File: src/rtl/ledger_pkg.sv
// Shared encodings for the user ledger: ops, result codes, FSM states, lock threshold.
package ledger_pkg;
  localparam logic [1:0] OP_QUERY    = 2'd0;
  localparam logic [1:0] OP_CHARGE   = 2'd1;
  localparam logic [1:0] OP_RECHARGE = 2'd2;
  localparam logic [1:0] OP_RSVD     = 2'd3;

  typedef enum logic [2:0] {
    CODE_OK       = 3'd0,
    CODE_NO_FUNDS = 3'd1,
    CODE_OVERFLOW = 3'd2,
    CODE_BAD_ID   = 3'd3,
    CODE_BAD_OP   = 3'd4,
    CODE_LOCKED   = 3'd5
  } code_t;

  typedef enum logic [1:0] {
    S_IDLE,
    S_CHECK,
    S_COMMIT,
    S_RESP
  } state_t;

  localparam logic [1:0] LOCK_MAX = 2'd3;
endpackage

File: src/rtl/ledger_alu.sv
// Combinational balance arithmetic and result-code selection for one ledger transaction.
module ledger_alu
  import ledger_pkg::*;
#(
  parameter int AMT_W = 16
) (
  input  logic [1:0]       op,
  input  logic [AMT_W-1:0] bal,
  input  logic [AMT_W-1:0] amount,
  input  logic             id_ok,
  input  logic             locked,
  output logic [AMT_W-1:0] new_bal,
  output code_t            code
);
  logic [AMT_W:0] sum;

  assign sum = {1'b0, bal} + {1'b0, amount};

  // Priority: bad id, bad op, lock, then the arithmetic outcome.
  always_comb begin
    new_bal = bal;
    code    = CODE_OK;
    if (!id_ok) begin
      code    = CODE_BAD_ID;
      new_bal = '0;
    end else if (op == OP_RSVD) begin
      code = CODE_BAD_OP;
    end else if (locked && (op != OP_RECHARGE)) begin
      code = CODE_LOCKED;
    end else begin
      case (op)
        OP_CHARGE: begin
          if (amount > bal) code = CODE_NO_FUNDS;
          else              new_bal = bal - amount;
        end
        OP_RECHARGE: begin
          if (sum[AMT_W]) code = CODE_OVERFLOW;
          else            new_bal = sum[AMT_W-1:0];
        end
        default: ;
      endcase
    end
  end
endmodule

File: src/rtl/user_ledger.sv
// Per-user balance ledger with a 4-state request/check/commit/respond FSM.
// Optional USER_LEDGER_LOCK_EN adds per-account failed-charge lockout.
module user_ledger
  import ledger_pkg::*;
#(
  parameter int NUM_USERS = 8,
  parameter int ID_W      = 3,
  parameter int AMT_W     = 16,
  parameter int INIT_BAL  = 100
) (
  input  logic             clk,
  input  logic             rst,
  input  logic             req_valid,
  output logic             req_ready,
  input  logic [1:0]       req_op,
  input  logic [ID_W-1:0]  req_id,
  input  logic [AMT_W-1:0] req_amount,
  output logic             rsp_valid,
  input  logic             rsp_ready,
  output logic             rsp_ok,
  output logic [2:0]       rsp_code,
  output logic [AMT_W-1:0] rsp_balance
);
  localparam int IDX_W = (NUM_USERS > 1) ? $clog2(NUM_USERS) : 1;

  state_t           state;
  logic [1:0]       op_q;
  logic [ID_W-1:0]  id_q;
  logic [AMT_W-1:0] amt_q;
  code_t            code_q;
  logic [AMT_W-1:0] nbal_q;
  logic [AMT_W-1:0] bal_mem [NUM_USERS];

  logic [IDX_W-1:0] idx;
  logic             id_ok;
  logic             locked;
  logic [AMT_W-1:0] cur_bal;
  logic [AMT_W-1:0] alu_bal;
  code_t            alu_code;
  logic             commit;

  assign idx     = id_q[IDX_W-1:0];
  assign id_ok   = ({1'b0, id_q} < (ID_W+1)'(NUM_USERS));
  assign cur_bal = bal_mem[idx];
  assign commit  = (state == S_COMMIT) && (code_q == CODE_OK);

  ledger_alu #(.AMT_W(AMT_W)) u_alu (
    .op      (op_q),
    .bal     (cur_bal),
    .amount  (amt_q),
    .id_ok   (id_ok),
    .locked  (locked),
    .new_bal (alu_bal),
    .code    (alu_code)
  );

  always_ff @(posedge clk) begin
    if (rst) begin
      state       <= S_IDLE;
      req_ready   <= 1'b1;
      rsp_valid   <= 1'b0;
      rsp_ok      <= 1'b0;
      rsp_code    <= '0;
      rsp_balance <= '0;
    end else begin
      case (state)
        S_IDLE: if (req_valid) begin
          state     <= S_CHECK;
          req_ready <= 1'b0;
        end
        S_CHECK: state <= S_COMMIT;
        S_COMMIT: begin
          state       <= S_RESP;
          rsp_valid   <= 1'b1;
          rsp_ok      <= (code_q == CODE_OK);
          rsp_code    <= code_q;
          rsp_balance <= nbal_q;
        end
        S_RESP: if (rsp_ready) begin
          state     <= S_IDLE;
          rsp_valid <= 1'b0;
          req_ready <= 1'b1;
        end
        default: state <= S_IDLE;
      endcase
    end
  end

  // Transaction data registers need no reset; they are always written before use.
  always_ff @(posedge clk) begin
    if (state == S_IDLE && req_valid) begin
      op_q  <= req_op;
      id_q  <= req_id;
      amt_q <= req_amount;
    end
    if (state == S_CHECK) begin
      code_q <= alu_code;
      nbal_q <= alu_bal;
    end
  end

  // A reset landing in the COMMIT cycle wins over the write.
  always_ff @(posedge clk) begin
    if (rst) begin
      for (int i = 0; i < NUM_USERS; i++) bal_mem[i] <= AMT_W'(INIT_BAL);
    end else if (commit) begin
      bal_mem[idx] <= nbal_q;
    end
  end

`ifdef USER_LEDGER_LOCK_EN
  logic [1:0] lock_cnt [NUM_USERS];

  assign locked = (lock_cnt[idx] == LOCK_MAX);

  always_ff @(posedge clk) begin
    if (rst) begin
      for (int i = 0; i < NUM_USERS; i++) lock_cnt[i] <= '0;
    end else if (state == S_COMMIT) begin
      if (code_q == CODE_NO_FUNDS && lock_cnt[idx] != LOCK_MAX)
        lock_cnt[idx] <= lock_cnt[idx] + 2'd1;
      else if (code_q == CODE_OK && op_q != OP_QUERY)
        lock_cnt[idx] <= '0;
    end
  end
`else
  assign locked = 1'b0;
`endif
endmodule
File: config.mk
export PLATFORM = sky130hd
export DESIGN_NAME = user_ledger
export DESIGN_NICKNAME = d
export VERILOG_FILES = /design/src/rtl/ledger_pkg.sv /design/src/rtl/ledger_alu.sv /design/src/rtl/user_ledger.sv
export SDC_FILE = /design/constraint.sdc
export NUM_CORES = 1
export LEC_CHECK = 0
export CORE_ASPECT_RATIO = 0.8
export CORE_UTILIZATION = 60
export CTS_CLUSTER_SIZE = 14
export DETAILED_ROUTE_END_ITERATION = 12
export GPL_TIMING_DRIVEN = 1
export MAX_ROUTING_LAYER = met4
export PLACE_DENSITY = 0.79
export SLEW_MARGIN = 40
export SYNTH_ARGS = -nofsm -noshare
export SYNTH_HDL_FRONTEND = slang
export SYNTH_SLANG_ARGS = --single-unit
File: constraint.sdc
create_clock -name clk -period 4.7 [get_ports clk]
set_input_delay 0.94 -clock clk [delete_from_list [all_inputs] [get_ports clk]]
set_output_delay 0.94 -clock clk [all_outputs]
set_load 0.02 [all_outputs]
==> flow_metrics.env <==
export IMPL_cp_max_fo=32
export IMPL_tritoncts="built"
export IMPL_num_nets_final=891
export IMPL_die_y_microns=117
export IMPL_drive_gt1_share_pct=13.1
export IMPL_worstSetupPathType="reg -> reg"
export IMPL_yosys_area_top_type="edfxtp_1"
export IMPL_endpoint="nbal_q[14]"
export IMPL_total_leakage_power_nw=4.21
export IMPL_grt_first_pass_wirelength_microns=37400
export IMPL_fin_crit_ps=4430
export IMPL_clock_sinks=195
export IMPL_hold_viol=0
export IMPL_nFillCells=1101
export IMPL_drt_pass1_iter_count=5
export IMPL_synthTopCellsByArea="edfxtp_1 (51%), mux4_2 (7.3%), and2_1 (6.7%)"
export IMPL_gr_total_overflow=0
export IMPL_gp_congestion=0.882
export IMPL_synth_top_cell_area_share_pct=51.1
export IMPL_grt_max_degree=33
export IMPL_cts_root_buf="clkbuf_16"
export IMPL_die_w_microns=145
export IMPL_power_total_mw=6.52
export IMPL_synthCells=765
export IMPL_power_frac_comb_pct=39.9
export IMPL_areaGrowthSynthToFinish_pct=14.2
export IMPL_peakVddDrop_mv=0.377
export IMPL_num_vias=6499
export IMPL_crit_required_ps=4870
export IMPL_synth_cell_types=53
export IMPL_fin_crit_sh_pct=94.3
export IMPL_dieArea_sq_um=17000
export IMPL_dp_slack_ps=245
export IMPL_fmax_mhz=226
export IMPL_setup_ws_ps=267
export IMPL_ys_top_cells_by_count="edfxtp_1 (168), and2_1 (106), nor2_1 (62)"
export IMPL_hold_path_class="reg -> reg"
export IMPL_cts_setup_buffers=0
export IMPL_pin_count=47
export IMPL_fin_area_sq_um=11300
export IMPL_num_rows=41
export IMPL_worstSetupEndpointType="register"
export IMPL_ff2ff_setup_slack_ps=270
export IMPL_setup_tns_final_ps=0
export IMPL_synthFlopType="edfxtp_1"
export IMPL_drt_antenna_violating_nets=0
export IMPL_finClkSkew_ps=15.7
export IMPL_finalMaxSlewViolations=0
export IMPL_synthArstFlopShare_pct=0
export IMPL_status="finished clean"
export IMPL_yosys_register_bits=195
export IMPL_worst_pin_slew_ps=773
export IMPL_cts_htree_levels=4
export IMPL_cts_hold_buf=0
export IMPL_maxSlewHeadroom_pct=48.5
export IMPL_avgRoutedWirePerCell_microns=23.3
export IMPL_p_int_mw=4.03
export IMPL_core_sq_um=15900
export IMPL_grt_use_total_pct=31.6
export IMPL_clk_pin_slew_ps=80
export IMPL_powerDensity_nw_per_um2=578
export IMPL_cap_violations=0
export IMPL_portBuffers=46
export IMPL_dp_cells=1015
export IMPL_r2r_end="nbal_q[14]"
export IMPL_yosys_warnings=0
export IMPL_reg2regPathDepth=14
export IMPL_synth_edf_count=168
export IMPL_rsz0062_at_grt="false"
export IMPL_crit_arrival_ps=4610
export IMPL_yosysSeqAreaShare_pct=56.6
export IMPL_cts_buffers_inserted=17
export IMPL_drc=0
export IMPL_place_area_sq_um=10700
export IMPL_finalSetupViolCount=0
export IMPL_clock_power_share_pct=22.5
export IMPL_start_util_pct=62.1
export IMPL_via_per_inst=6.21
export IMPL_startpoint_type="register"
export IMPL_timing_hold_ws_ps=502
export IMPL_cts_buffer_depth=2
export IMPL_fin_util_pct=70.9
export IMPL_insertedDiodeCount=0
export IMPL_switchingPower_mw=2.49
export IMPL_antenna_found_initial=0
export IMPL_p_seq_share_pct=37.6
export IMPL_yosysMostFrequentCell="edfxtp_1"
export IMPL_swShare_pct=38.1
export IMPL_clk_latency_ps=440
export IMPL_syn_area_sq_um=9870
export IMPL_instances_no_fill=1047
export IMPL_wl_microns=24400
export IMPL_dp_hpwl_microns=16100
export IMPL_drt_iter0_markers=721
export IMPL_grt_pass1_vias=6572
export IMPL_syn_num_nets=837
export IMPL_syn_area_per_cell_sq_um=12.9
## critical path: stages (launching register included)
cell,delay (ps)
dfxtp_2,340
buf_12,270
mux4_2,540
mux2i_1,410
inv_1,140
ha_1,450
nand2b_1,150
a221oi_1,90
or3_1,350
a21oi_1,240
nor2_1,120
o21a_1,230
a2111oi_4,320
buf_4,310
o221ai_1,170
## per-layer routing
metal / vias to the layer above / routed length, microns / track usage (%)
li1: 2924 / - / -
met1: 3255 / 10800 / 43.5
met2: 285 / 11300 / 47.7
met3: 35 / 1930 / 5.70
met4: 0 / 449 / 11.2
met5: - / 0 / -
## power groups by stage
stage	logic (mW)	clock network [mW]	registers, mW
floorplan	1.76	0	2.41
global placement	2.50	0	2.46
detailed placement	2.55	0	2.48
CTS	2.57	1.47	2.45
global route	2.81	1.54	2.48
finish	2.60	1.47	2.45
## how the worst min path moves through the flow
stage / from / to / slack (ps) / depth (start not counted)
after global routing: rsp_balance[14] / rsp_balance[14] / 540 / 2
after global placement: rsp_balance[12] / rsp_balance[12] / 470 / 2
after floorplan: code_q[1] / rsp_code[1] / 480 / 2
after CTS: rsp_balance[2] / rsp_balance[2] / 500 / 2
final: rsp_balance[2] / rsp_balance[2] / 500 / 2
after detailed placement: rsp_balance[1] / rsp_balance[1] / 480 / 2
## final cells by class
class	instances	area, sq um	area share, %
sequential	195	5590	49.6
multi-input combinational	482	3950	35.0
timing repair buffer	69	671	5.95
clock buffer	18	450	4.00
tap	215	269	2.39
inverter	54	203	1.80
clock inverter	14	143	1.27
## flip-flops by register name (all words and copies together), names as in the netlist, named ones only
name and cells:
id_q 3, nbal_q 16, bal_mem 128, op_q 2, rsp_ok 1, rsp_code 3
code_q 3, state 2, rsp_valid 1, req_ready 1, amt_q 16, rsp_balance 16
## placed cells by master, fill, tap and decap left out, types with 4 or more instances in the layout
master,n
inv_6,5
a211oi_1,4
clkdlybuf4s50_1,46
a221oi_1,15
or3_1,22
o21a_1,4
a21o_1,5
inv_1,53
mux4_2,32
mux2i_1,35
nor3_1,5
mux2_2,4
o21ai_0,12
nand2b_1,18
a21oi_1,20
nor2_1,62
o22ai_1,21
ha_1,44
and2_1,106
buf_4,20
dfxtp_1,26
or2_2,9
o31ai_1,4
nor2b_1,8
edfxtp_1,168
nand2_1,9
clkbuf_16,18
## timing repair
| item | in CTS | in global routing |
|---|---|---|
| hold endpoints to repair | 0 | 0 |
| gates resized for setup | 0 | 3 |
| setup endpoints to repair | 0 | 16 |
## kinds of logic after synthesis
| group | synth area share [%] |
|---|---|
| adders and majority gates | 6.11 |
| buffers and inverters | 3.51 |
| AOI/OAI and AO/OA | 8.27 |
| and+or+nand+nor | 13.8 |
| xor gates and xnor gates | 0.355 |
| muxes | 11.4 |
| DFF | 56.6 |
No activity file was read; power rests on OpenSTA's default activity.
